===== config.mk =====
export PLATFORM = sky130hd
export DESIGN_NAME = ifetch_ir_flat
export DESIGN_NICKNAME = d
export VERILOG_FILES = /design/src/rtl/ifetch_ir_if.sv /design/src/rtl/ifetch_ir.sv /design/src/flat_wrapper.sv
export SDC_FILE = /design/constraint.sdc
export NUM_CORES = 1
export LEC_CHECK = 0
export ABC_CLOCK_PERIOD_IN_PS = 2600
export BUFFER_PORTS_ARGS = -buffer_cell sky130_fd_sc_hd__buf_2
export CAP_MARGIN = 10
export CORE_UTILIZATION = 42
export CTS_BUF_LIST = sky130_fd_sc_hd__clkbuf_4
export DETAILED_ROUTE_END_ITERATION = 8
export PLACE_DENSITY = 0.76
export SETUP_SLACK_MARGIN = 0.4
export SYNTH_ARGS = -nofsm -noshare
export SYNTH_HDL_FRONTEND = slang
export SYNTH_SLANG_ARGS = --single-unit

===== constraint.sdc =====
create_clock -name Clk -period 2.6 [get_ports Clk]
set_clock_uncertainty 0.1 [all_clocks]
set_input_delay 0.13 -clock Clk [delete_from_list [all_inputs] [get_ports Clk]]
set_output_delay 0.13 -clock Clk [all_outputs]
set_load 0.01 [all_outputs]

===== src/rtl/ifetch_ir_if.sv =====
// Fetch-stage bundle: instruction-memory handshake, redirect/stall control and decoded IR fields.
// The master modport is the fetch stage itself; slave is memory plus the downstream pipeline.
interface ifetch_ir_if;
  logic [31:0] Imem_Addr;
  logic        Imem_Req;
  logic        Imem_Ack;
  logic [31:0] Imem_Data;
  logic        Stall;
  logic        Redirect;
  logic [31:0] Redirect_PC;
  logic        Inst_Valid;
  logic [31:0] Inst;
  logic [31:0] PC_Out;
  logic [31:0] PC4;
  logic [5:0]  Op;
  logic [5:0]  Func;
  logic [4:0]  Rs;
  logic [4:0]  Rt;
  logic [4:0]  Rd;
  logic [4:0]  Shamt;
  logic [15:0] Imm16;
  logic        Se;

  modport master (
    output Imem_Addr, Imem_Req, Inst_Valid, Inst, PC_Out, PC4,
           Op, Func, Rs, Rt, Rd, Shamt, Imm16, Se,
    input  Imem_Ack, Imem_Data, Stall, Redirect, Redirect_PC
  );

  modport slave (
    input  Imem_Addr, Imem_Req, Inst_Valid, Inst, PC_Out, PC4,
           Op, Func, Rs, Rt, Rd, Shamt, Imm16, Se,
    output Imem_Ack, Imem_Data, Stall, Redirect, Redirect_PC
  );
endinterface


===== src/rtl/ifetch_ir.sv =====
// MIPS instruction fetch + instruction register: owns the PC, req/ack handshake with imem,
// holds the fetched word under Stall and splits it into decode fields.
module ifetch_ir #(
  parameter logic [31:0] RESET_PC = 32'h0000_0000
) (
  input  logic        Clk,
  input  logic        Reset,
  ifetch_ir_if.master bus
);

  typedef enum logic {FETCH = 1'b0, ISSUE = 1'b1} state_t;

  state_t      state_q, state_d;
  logic [31:0] pc_q, pc_d;
  logic [31:0] inst_q, inst_d;
  logic [31:0] pc_out_q, pc_out_d;

  logic req;
  logic capture;

  // Requesting in ISSUE only when the held instruction leaves this cycle.
  assign req     = ~Reset & ((state_q == FETCH) | ((state_q == ISSUE) & ~bus.Stall));
  assign capture = req & bus.Imem_Ack & ~bus.Redirect;

  always_comb begin
    state_d  = state_q;
    pc_d     = pc_q;
    inst_d   = inst_q;
    pc_out_d = pc_out_q;
    if (bus.Redirect) begin
      pc_d    = bus.Redirect_PC & 32'hFFFF_FFFC;
      state_d = FETCH;
    end else if (capture) begin
      inst_d   = bus.Imem_Data;
      pc_out_d = pc_q;
      pc_d     = pc_q + 32'd4;
      state_d  = ISSUE;
    end else if ((state_q == ISSUE) && !bus.Stall) begin
      state_d = FETCH;
    end
  end

  always_ff @(posedge Clk or posedge Reset) begin
    if (Reset) begin
      state_q  <= FETCH;
      pc_q     <= RESET_PC;
      inst_q   <= 32'h0;
      pc_out_q <= 32'h0;
    end else begin
      state_q  <= state_d;
      pc_q     <= pc_d;
      inst_q   <= inst_d;
      pc_out_q <= pc_out_d;
    end
  end

  logic se;
  always_comb begin
    se = 1'b0;
    case (inst_q[31:26])
      6'b000100, 6'b000101, 6'b001000, 6'b001001,
      6'b001010, 6'b001011, 6'b100011, 6'b101011: se = 1'b1;
      default:                                    se = 1'b0;
    endcase
  end

  assign bus.Imem_Addr  = pc_q;
  assign bus.Imem_Req   = req;
  assign bus.Inst_Valid = (state_q == ISSUE);
  assign bus.Inst       = inst_q;
  assign bus.PC_Out     = pc_out_q;
  assign bus.PC4        = pc_out_q + 32'd4;
  assign bus.Op         = inst_q[31:26];
  assign bus.Rs         = inst_q[25:21];
  assign bus.Rt         = inst_q[20:16];
  assign bus.Rd         = inst_q[15:11];
  assign bus.Shamt      = inst_q[10:6];
  assign bus.Func       = inst_q[5:0];
  assign bus.Imm16      = inst_q[15:0];
  assign bus.Se         = se;

endmodule


===== src/flat_wrapper.sv =====
// flat-port wrapper written by rule: the top's interface ports become plain ports
module ifetch_ir_flat 
#(
  parameter logic [31:0] RESET_PC = 32'h0000_0000
)
  (Clk, Reset, bus_Imem_Addr, bus_Imem_Req, bus_Inst_Valid, bus_Inst, bus_PC_Out, bus_PC4, bus_Op, bus_Func, bus_Rs, bus_Rt, bus_Rd, bus_Shamt, bus_Imm16, bus_Se, bus_Imem_Ack, bus_Imem_Data, bus_Stall, bus_Redirect, bus_Redirect_PC);
  ifetch_ir_if bus_i ();
  input  logic Clk;
  input  logic Reset;
  output wire logic [$bits(bus_i.Imem_Addr)-1:0] bus_Imem_Addr;
  output wire logic [$bits(bus_i.Imem_Req)-1:0] bus_Imem_Req;
  output wire logic [$bits(bus_i.Inst_Valid)-1:0] bus_Inst_Valid;
  output wire logic [$bits(bus_i.Inst)-1:0] bus_Inst;
  output wire logic [$bits(bus_i.PC_Out)-1:0] bus_PC_Out;
  output wire logic [$bits(bus_i.PC4)-1:0] bus_PC4;
  output wire logic [$bits(bus_i.Op)-1:0] bus_Op;
  output wire logic [$bits(bus_i.Func)-1:0] bus_Func;
  output wire logic [$bits(bus_i.Rs)-1:0] bus_Rs;
  output wire logic [$bits(bus_i.Rt)-1:0] bus_Rt;
  output wire logic [$bits(bus_i.Rd)-1:0] bus_Rd;
  output wire logic [$bits(bus_i.Shamt)-1:0] bus_Shamt;
  output wire logic [$bits(bus_i.Imm16)-1:0] bus_Imm16;
  output wire logic [$bits(bus_i.Se)-1:0] bus_Se;
  input wire logic [$bits(bus_i.Imem_Ack)-1:0] bus_Imem_Ack;
  input wire logic [$bits(bus_i.Imem_Data)-1:0] bus_Imem_Data;
  input wire logic [$bits(bus_i.Stall)-1:0] bus_Stall;
  input wire logic [$bits(bus_i.Redirect)-1:0] bus_Redirect;
  input wire logic [$bits(bus_i.Redirect_PC)-1:0] bus_Redirect_PC;
  assign bus_Imem_Addr = bus_i.Imem_Addr;
  assign bus_Imem_Req = bus_i.Imem_Req;
  assign bus_Inst_Valid = bus_i.Inst_Valid;
  assign bus_Inst = bus_i.Inst;
  assign bus_PC_Out = bus_i.PC_Out;
  assign bus_PC4 = bus_i.PC4;
  assign bus_Op = bus_i.Op;
  assign bus_Func = bus_i.Func;
  assign bus_Rs = bus_i.Rs;
  assign bus_Rt = bus_i.Rt;
  assign bus_Rd = bus_i.Rd;
  assign bus_Shamt = bus_i.Shamt;
  assign bus_Imm16 = bus_i.Imm16;
  assign bus_Se = bus_i.Se;
  assign bus_i.Imem_Ack = bus_Imem_Ack;
  assign bus_i.Imem_Data = bus_Imem_Data;
  assign bus_i.Stall = bus_Stall;
  assign bus_i.Redirect = bus_Redirect;
  assign bus_i.Redirect_PC = bus_Redirect_PC;
  ifetch_ir #(.RESET_PC(RESET_PC)) u_core (.Clk(Clk), .Reset(Reset), .bus(bus_i));
endmodule

Word-level counts from Yosys, hierarchy flattened
Index checks and enable logic that the tools add are counted.

Logic and storage cells: 35. Flip-flop bits (word level): 97. Output and inout port bits: 179. Bits of input ports: 69.

Reduce and logical (&&, ||, !) cells: 6. Add/subtract/negate cells: 2. Bitwise operators: 9. Equality and inequality tests: 8. Mux-type cells: 6.

Operators with widths (number): $add 32x3->32 const B (2); $mux 32 (2); $eq 6x4->1 const B (4); $eq 6x3->1 const B (2); $eq 6x6->1 const B (2); $reduce_or 8->1 (1); $and 1x1->1 (4); $mux 1 (4); $not 1->1 (4); $reduce_bool 3->1 (1); $reduce_and 2->1 (1); $reduce_bool 2->1 (1); $logic_and 1x1->1 (1); $logic_not 1->1 (1); $or 1x1->1 (1).

Depth between registers and ports, before layout
Gate-level depths: netlist of the first run.

Depth in word-level cells: 8. Gate-level depth with buffers: 7. Mapped depth without buffers: 5.

Least setup slack after synthesis of the first run
Ideal clock, no wire load.

Kind: reg-to-reg. From: register u_core.pc_q[15], in the netlist u_core.bus.Imem_Addr[15]. To: register u_core.pc_q[26], in the netlist u_core.bus.Imem_Addr[26]. Data required time: 2.359 ns. Setup slack: 0.651 ns. Stages on the path, launching flop included: 6. Path buffers: 1. Arrival: 1.708 ns. Cell sequence: dfrtp_1 nand4_1 or4_4 buf_6 o41ai_1 a31oi_1.

Cells in the longest elaborated chain, start to end: 3.

Ends and longest elaborated chain: start, declared (line ifetch_ir.sv:14) `logic [31:0] pc_q, pc_d;`; start signal, assigned (line ifetch_ir.sv:51) `pc_q <= pc_d;`; $add 32x3->32 (line ifetch_ir.sv:36) `pc_d = pc_q + 32'd4;`; $mux 32 (line ifetch_ir.sv:33) `end else if (capture) begin`; $mux 32 (line ifetch_ir.sv:30) `if (bus.Redirect) begin`.

No other way between the ends. The select of a mux whose other input is x is not followed. A chain may end at the register's enable or synchronous reset.

Worst setup path after layout of the first run
From: register u_core.pc_out_q[2], in the netlist u_core.bus.PC_Out[2]. To: output port bus_PC4[16].

Cells in the longest elaborated chain, start to end: 1.

Ends and longest elaborated chain: start, declared (line ifetch_ir.sv:16) `logic [31:0] pc_out_q, pc_out_d;`; start signal, assigned (line ifetch_ir.sv:53) `pc_out_q <= pc_out_d;`; $add 32x3->32 (line ifetch_ir.sv:72) `assign bus.PC4 = pc_out_q + 32'd4;`; end, declared (line flat_wrapper.sv:15) `output wire logic [$bits(bus_i.PC4)-1:0] bus_PC4;`.

No other way between the ends.

==> run metrics, run 1 <==
pwr dens roughly 650 nW/µm²; WP data required 2370 ps; Routed Antenna Nets 0; Core Region ~12000 µm²; Post-synth top flop dfrtp_1; most common cell in the netlist dfrtp_1; Synth Area per Inst about 10 µm²; diode count 0; Vias 5048; dpl hpwl between 10 and 15 mm; ys async rst share 100%; critical path endpoint category output pin; initial core utilization 43.4%; CP Launch Type register; Max FO, Critical Path 4; Post-synth EDFFs 0; WP buf/inv 4; wire per inst 16.9 µm; synth unique cells 47; cell mode on critical path buf_6; Final Setup Violations 0; Synth Instances 516; layout cells sized above 1 roughly 50%; Max Cap Viol 0; total track usage about 25%; Worst-Skew Late Latency 480 ps; Remaining Overflow, GRT 0; worst path arrival time 2190 ps; dominant cells by area after synthesis dfrtp_1 (44%), mux2_2 (12%), buf_4 (7.7%); Cell Area, Synth 5260 µm²; global-route wire length before repair 24.7 mm; hold_ws 47.1 ps; sum of negative setup slack 0 ps; register area share after synthesis around 44%; WS Path Type reg -> out; fmax 414 MHz; Cells after DPL approximately 870; vias per cell between 5 and 6; Layout area overhead 42.0%; status completed; number of synthesis warnings 0; site row count 40; LEAKAGE 3.44 nW; clock root cell clkbuf_4; Post-synth top cells dfrtp_1 (93), mux2_2 (57), buf_4 (54); unrepaired setup endpoints after global routing yes; area of the multi-input gates 2540 µm²; Final period util 93.0%; placed cell areas approximately 6300 µm²; Port Buffer Count 239; Worst path max stage delay 390 ps; area leader, netlist dfrtp_1; fin cells 969; Slew Viols, Final 0; Hold WC Path Type in -> reg; Final Hold Viols 0; initial antenna violation count 0; fillers 993; CP top delay family buffers and inverters; CTS max path bufs 2; H-tree depth 3; FF+latch count, synth 93; Pre-Repair DR Iteration Count 6; top-area cell type share of the netlist area 44.3%; Initial DRC Count 319; Die Ht 114 µm; Placer Congestion 0.828; VDD IR max 0.350 mV; Reg area 2340 µm²; CTS tree done; fin crit period 2420 ps; largest net degree at the start of global routing 68; DRT Wirelength approximately 16 mm; Clock Sinks 93; Remaining DRCs 0; Top Ports 248; vias in the first global route 4748; Die W 114 µm; Max-slew headroom 46.2%; # nets final around 870; TritonCTS Buffers 9; CP max-delay cell dfrtp_1; final instance area 7460 µm²; clock slew at reported path FFs 150 ps; slew at the pin with the worst max-slew slack slightly above 800 ps; die area 13000 µm²; critical path cell sequence ha_2 -> nand4_1 -> buf_4 -> nor4_4 -> buf_6 -> buf_6 -> xor2_1 -> buf_2
-- state kept, by name (all words and copies together) (netlist names) --
signal                 count
u_core.bus.Inst           32
u_core.bus.Imem_Addr      30
u_core.bus.PC_Out         30
u_core.bus.Inst_Valid      1
-- path summary, 6_finish.rpt --
kind	depth (start not counted)	endpoint	slack (ps)	from
setup reg to reg	4	u_core.bus.Imem_Addr[29]	570	u_core.bus.Imem_Addr[12]
min in group asynchronous	3	u_core.bus.Imem_Addr[30]	230	Reset
setup / recovery	8	bus_PC4[16]	180	u_core.bus.PC_Out[2]
hold / removal	4	u_core.bus.Imem_Addr[8]	50	bus_Imem_Ack
max in group asynchronous	4	u_core.bus.PC_Out[7]	1410	Reset
hold reg to reg	1	u_core.bus.Inst[16]	460	u_core.bus.Inst[16]
-- area by class of cell --
| class | count | area share (%) |
|---|---|---|
| Multi-Input combinational cell | 342 | 34.0 |
| Sequential cell | 93 | 31.4 |
| Inverter | 11 | 0.604 |
| Timing Repair Buffer | 339 | 28.8 |
| Clock inverter | 7 | 1.53 |
| Tap cell | 168 | 2.82 |
| Clock buffer | 9 | 0.905 |
-- placed cells by master (no fill, tap or decap), drive strengths merged, types with 4 or more instances in the layout --
| cell type | instances |
|---|---|
| inv | 10 |
| o31ai | 7 |
| nor4 | 6 |
| o21ai | 15 |
| nand2 | 40 |
| dfrtp | 93 |
| or4 | 11 |
| nor3 | 12 |
| o41ai | 6 |
| xnor2 | 26 |
| mux2 | 57 |
| a22oi | 5 |
| and3 | 5 |
| buf | 274 |
| clkbuf | 9 |
| xor2 | 8 |
| nor2b | 6 |
| dlygate4sd3 | 65 |
| a31oi | 10 |
| a21oi | 6 |
| o311ai | 7 |
| nand3 | 36 |
| conb | 6 |
| nor3b | 4 |
| nand4 | 29 |
| nor2 | 20 |
-- timing repair --
action	in CTS	in global routing
buffers inserted	16	6
pin swaps	6	16
gates resized for setup	16	21
setup endpoints to repair	19	27
hold buffers	65	0
hold endpoints to repair	96	0
-- per-layer routing --
metal	global-route usage (%)	up-vias	wire length (µm)
met5	0	-	0
met2	45.5	218	8560
li1	-	2386	-
met1	28.1	2411	6350
met4	10.3	0	372
met3	4.94	33	1110
-- tightest hold or removal path: cells and delay by family --
| kind | cells | cell delay, ps |
|---|---|---|
| and+or+nand+nor | 1 | 120 |
| AOI/OAI and AO/OA | 1 | 120 |
| buffers and inverters | 1 | 170 |
| xor gates and xnor gates | 1 | 60 |
-- cell families after synthesis --
group           after synthesis  synth area share (%)
buf+inv                      86                  10.3
compound gates               60                  7.71
other cells                   1                0.0713
mux                          58                  12.4
fa+ha+maj                     2                 0.476
xor+xnor                     34                  5.67
simple gates                182                  19.1
flops                        93                  44.3
-- where the power goes --
group	switching, mW	internal [mW]
clock	0.516	0.481
combinational	0.930	0.876
sequential	0.323	1.72
-- stage by stage --
stage	worst slack (ps)	total power, mW	util, %
2_1_floorplan	651	3.06	-
3_3_place_gp	532	3.61	52.2
3_5_place_dp	487	3.65	52.2
4_1_cts	186	4.82	60.5
5_1_grt	-7.69	5.10	61.6
6_report	182	4.84	61.6
(Power assumes the default switching activity.)
==> run 2, diff against run 1 <==
Settings changed: GPL_ROUTABILITY_DRIVEN set to 0, HOLD_SLACK_MARGIN set to 0.08, MAX_ROUTING_LAYER set to met4.
==> run metrics, run 2 (same netlist as run 1, synthesis figures left out) <==
diode count 0; Top Ports 248; die area 13000 µm²; total track usage around a quarter; Reg-to-Reg Start u_core.bus.Imem_Addr[15]; met2 usage 46.7%; CP top delay family simple AND/OR/NAND/NOR gates; WP data required 2370 ps; Slew Viols, Final 0; Final Hold Viols 0; slew at the pin with the worst max-slew slack about 760 ps; layout cells sized above 1 47.3%; cell mode on critical path nand4_1; Layout area overhead 40.7%; hold_ws roughly 130 ps; dpl hpwl between 10 and 15 mm; global-route wire length before repair 25.6 mm; Initial DRC Count 254; Pre-Repair DR Iteration Count 5; crit path from u_core.bus.PC_Out[3]; Final period util approximately nine tenths; initial antenna violation count 0; sum of negative setup slack 0 ps; vias per cell 5.23; HP Start bus_Imem_Ack; clock slew at reported path FFs 150 ps; pwr dens 615 nW/µm²; unrepaired setup endpoints after global routing yes; Clock Sinks 93; vias in the first global route a little under 5000; Vias 5083; Die Ht 114 µm; Final Util 61.1%; LEAKAGE 3.41 nW; clock root cell clkbuf_4; site row count 40; WP buf/inv 2; Worst path max stage delay around 400 ps; DRT Wirelength 16.6 mm; worst path arrival time 2080 ps; GR peak layer met2; Remaining DRCs 0; WS Path Type reg -> out; Final Setup Violations 0; critical path cell sequence ha_2 -> nand4_1 -> nor3_2 -> buf_4 -> nand4_1 -> xnor2_1 -> buf_2; fmax 433 MHz; Max-slew headroom 49.3%; commonest non-fill, non-tap cell in the layout buf_2; Port Buffer Count 239; Remaining Overflow, GRT 0; fin cells 972; Pwr Total 4.55 mW; status completed; Max Cap Viol 0; largest net degree at the start of global routing 68; Hold WC Path Type in -> reg; H-tree depth 3; fin crit period 2310 ps; CP max-delay cell dfrtp_1; critical path endpoint category output pin; CTS max path bufs 2; commonest non-fill, non-tap cells in the layout buf_2 (239), dfrtp_1 (83), dlygate4sd3_1 (74); Max FO, Critical Path 5; Cells after DPL 865; met1 Usage GRT 28.5%; max FFs per register 32; VDD IR max approximately 0.35 mV; Routed Antenna Nets 0; Die W 114 µm; wire per inst around 17 µm; initial core utilization between 40 and 50%; Worst-Skew Late Latency roughly 470 ps; CP Launch Type register; routing usage on met3 5.79%; CTS tree done; Core Region 12100 µm²; TritonCTS Buffers 9; # nets final 870
## run 2: layer usage
metal,share of wire (%),vias to the layer above
met1,39,2454
li1,-,2396
met3,6.3,40
met2,52,193
met4,2.7,0
met5,0,-
## run 2: cell type report
class / count / area (µm²)
tap: 168 / 210
fill: 1011 / 4720
multi-input combinational: 342 / 2500
inverter: 11 / 45.0
clock inverter: 6 / 30.0
sequential: 93 / 2340
clock buffer: 10 / 75.1
timing repair buffer: 342 / 2190
## run 2: what timing repair did
| item | CTS | global route |
|---|---|---|
| hold endpoints to repair | 95 | 0 |
| endpoints found under the setup margin | 19 | 30 |
| hold buffers | 74 | 0 |
| pin swaps | 8 | 10 |
| setup buffers | 13 | 4 |
| resized for setup | 13 | 18 |
## run 2: final timing paths
path | slack, ps | cells after the start | endpoint
setup / recovery | 290 | 7 | bus_PC4[26]
hold / removal | 130 | 5 | u_core.bus.Imem_Addr[5]
setup reg to reg | 500 | 4 | u_core.bus.Imem_Addr[29]
hold reg to reg | 460 | 1 | u_core.bus.Inst[3]
max in group asynchronous | 1380 | 4 | u_core.bus.PC_Out[17]
min in group asynchronous | 240 | 3 | u_core.bus.Imem_Addr[5]
## run 2: tightest hold or removal path: cells and delay by family
family	cells	cell delay [ps]
compound gates	1	70
xor+xnor	1	140
buf+inv	2	280
simple gates	1	70
## run 2: through the flow
stage          area [µm²]  setup WS (ps)
2_1_floorplan        5280            651
3_3_place_gp         6310            530
3_5_place_dp         6310            519
4_1_cts              7290            294
5_1_grt              7400            132
6_report             7400            288
## run 2: power breakdown
part | internal (mW) | total, mW | switching, mW
clock | 0.198 | 0.710 | 0.511
combinational | 0.872 | 1.79 | 0.920
sequential | 1.72 | 2.05 | 0.329
total | 2.79 | 4.55 | 1.76
==> run 3, diff against run 2 <==
Settings changed: ABC_AREA set to 1, PLACE_DENSITY 0.76 to 0.74.
==> run metrics, run 3 <==
ys async rst share 100%; Core Region 13400 µm²; fin crit period between 2000 and 2500 ps; Remaining Overflow, GRT 0; TritonCTS Buffers 9; Cell Area, Synth between 5000 and 6000 µm²; HP Start bus_Redirect; number of synthesis warnings 0; # nets final 1160; Power Internal about 2.7 mW; global-route wire length before repair between 20 and 30 mm; critical path cell sequence nand2_2 -> nand3_1 -> dlygate4sd3_1 -> a21oi_1 -> dlygate4sd3_1; WS Path Type reg -> reg; Slew Viols, Final 0; hold_ws 108 ps; dpl hpwl 13.2 mm; layout cells sized above 1 33.1%; Port Buffer Count 239; Synth Area per Inst 7.19 µm²; Vias 6160; commonest non-fill, non-tap cells in the layout nand2_1 (266), buf_2 (239), dfrtp_1 (82); LEAKAGE 4.16 nW; top-area cell type share of the netlist area 39.8%; Clock Sinks 93; R2R Setup Slk 460 ps; WP data required approximately 2900 ps; CTS tree done; Cells after DPL 1168; Combinational Power Share between 30% and 40%; DRT Wirelength ~18 mm; initial core utilization 43.7%; Pre-Repair DR Iteration Count 5; status completed; unrepaired setup endpoints after global routing yes; Synth Instances roughly 810; sum of negative setup slack 0 ps; r2r endpoint u_core.bus.Inst_Valid; placed cell areas 6900 µm²; wire per inst 14.4 µm; total track usage 25.8%; CP top delay family buffers and inverters; die area around 14000 µm²; initial antenna violation count 1; switching pwr between 1.5 and 2 mW; Max Cap Viol 0; Top Ports 248; dominant cells by area after synthesis dfrtp_1 (40%), nand2_1 (18%), buf_4 (6.9%); Final Util 59.6%; final instance area 7990 µm²; Post-synth top flop dfrtp_1; area leader, netlist dfrtp_1; VDD IR max 0.232 mV; clock root cell clkbuf_4; CTS max path bufs 2; Max-slew headroom approximately half; clock slew at reported path FFs 140 ps; worst-case hold path end point u_core.bus.PC_Out[14]; slew at the pin with the worst max-slew slack between 700 and 800 ps; vias in the first global route around 5600; critical path endpoint category register; worst path arrival time 2430 ps; area of the multi-input gates ~2900 µm²; largest net degree at the start of global routing 61; synth unique cells 36; Worst-Skew Late Latency 450 ps; Reg-to-Reg Start u_core.bus.Inst_Valid; Layout area overhead 36.5%; pwr dens 560 nW/µm²; switch share 39.7%; CP Launch Type register; site row count 42; Routed Antenna Nets 0; H-tree depth 3; Die W 120 µm; most common cell in the netlist nand2_1; CP max-delay cell dlygate4sd3_1; Reg power frac approximately 45%; fillers 1227; fin cells 1271; Hold WC Path Type in -> reg; max FFs per register 32; Max FO, Critical Path 3; register area share after synthesis 39.8%; Worst path max stage delay approximately 600 ps; fmax 467 MHz; vias per cell 4.85; FF+latch count, synth 93; Final Hold Viols 0; Reg area 2340 µm²; commonest non-fill, non-tap cell in the layout nand2_1; Final period util 82.4%; WP buf/inv 2; clock share of power 18.1%; Post-synth top cells nand2_1 (274), dfrtp_1 (93), inv_1 (81); Initial DRC Count 591; R2R depth 5; cell mode on critical path dlygate4sd3_1; Hold Crit Depth 4; Remaining DRCs 0; Post-synth EDFFs 0; Final Setup Violations 0; Die Ht 120 µm
run 3: cell types whose count changed after synthesis, moves of 9 or more:
cell,change
nand2_1,+234
inv_1,+72
mux2_2,-57
nor2_1,+51
xnor2_1,-23
o21ai_0,+22
nand3_1,+18
nand4_1,-18
a21oi_1,+14
xor2_1,+12
or4_1,-10
a31oi_1,-9
nor2_2,+9
run 3: worst max-delay path by stage:
| stage | startpoint | endpoint | slack, ps | cells past startpoint |
|---|---|---|---|---|
| 2_1_floorplan | Reset | u_core.bus.Imem_Addr[16] | 70 | 7 |
| 3_3_place_gp | u_core.bus.Inst_Valid | u_core.bus.Imem_Addr[17] | 760 | 6 |
| 3_5_place_dp | u_core.bus.PC_Out[3] | bus_PC4[20] | 730 | 6 |
| 4_1_cts | u_core.bus.PC_Out[3] | bus_PC4[20] | 380 | 6 |
| 5_1_grt | u_core.bus.PC_Out[2] | bus_PC4[20] | 340 | 6 |
| 6_report | u_core.bus.Inst_Valid | u_core.bus.Inst_Valid | 460 | 5 |
run 3: final cells by class:
class	instances	area share, %
multi-input combinational	566	35.9
sequential	93	29.3
timing repair buffer	334	26.2
inverter	85	4.04
tap	176	2.76
clock buffer	10	0.940
clock inverter	6	0.799
antenna	1	0.0313
run 3: per-layer routing:
layer,wire length (µm),track usage (%),part of all wire (%)
met4,496,8.98,2.7
met3,1090,2.80,6.0
met5,0,-,0
met1,8240,35.3,45
met2,8500,39.8,46
run 3: what timing repair did:
item,CTS,global route
endpoints found under the hold margin,160,0
setup endpoints to repair,10,20
resized for setup,3,35
cloned,0,0
buffers inserted,4,14
pin swaps,0,5
hold buffers,68,0
run 3: power by group through the flow:
stage,Clock [mW],Sequential (mW),Combinational (mW)
4_1_cts,0.825,1.98,1.56
2_1_floorplan,0,2.06,0.872
6_report,0.810,2.00,1.67
5_1_grt,0.886,2.04,1.83
3_3_place_gp,0,2.02,1.42
3_5_place_dp,0,2.02,1.44
run 3: tightest hold or removal path, cell delays in order:
cell and delay, ps:
buf_2 90, inv_2 70, nand4_4 230, a21oi_1 100
run 3: cell families (layout without fill, tap and decap cells):
group                    Yosys count  count (layout)  synth area share (%)
AO/OA/AOI/OAI                     68              68                  6.29
XOR/XNOR                          23              23                  3.44
adder cells (fa/ha/maj)            2               2                 0.428
buffers and inverters            160             435                  14.1
flip-flops                        93              93                  39.8
other                              1               7                0.0641
AND/OR/NAND/NOR                  467             467                  35.9
run 3: metrics by stage:
step | power (mW) | worst slack (ps)
2_1_floorplan | 2.93 | 68.3
3_3_place_gp | 3.43 | 758
3_5_place_dp | 3.47 | 726
4_1_cts | 4.37 | 385
5_1_grt | 4.75 | 342
6_report | 4.48 | 458
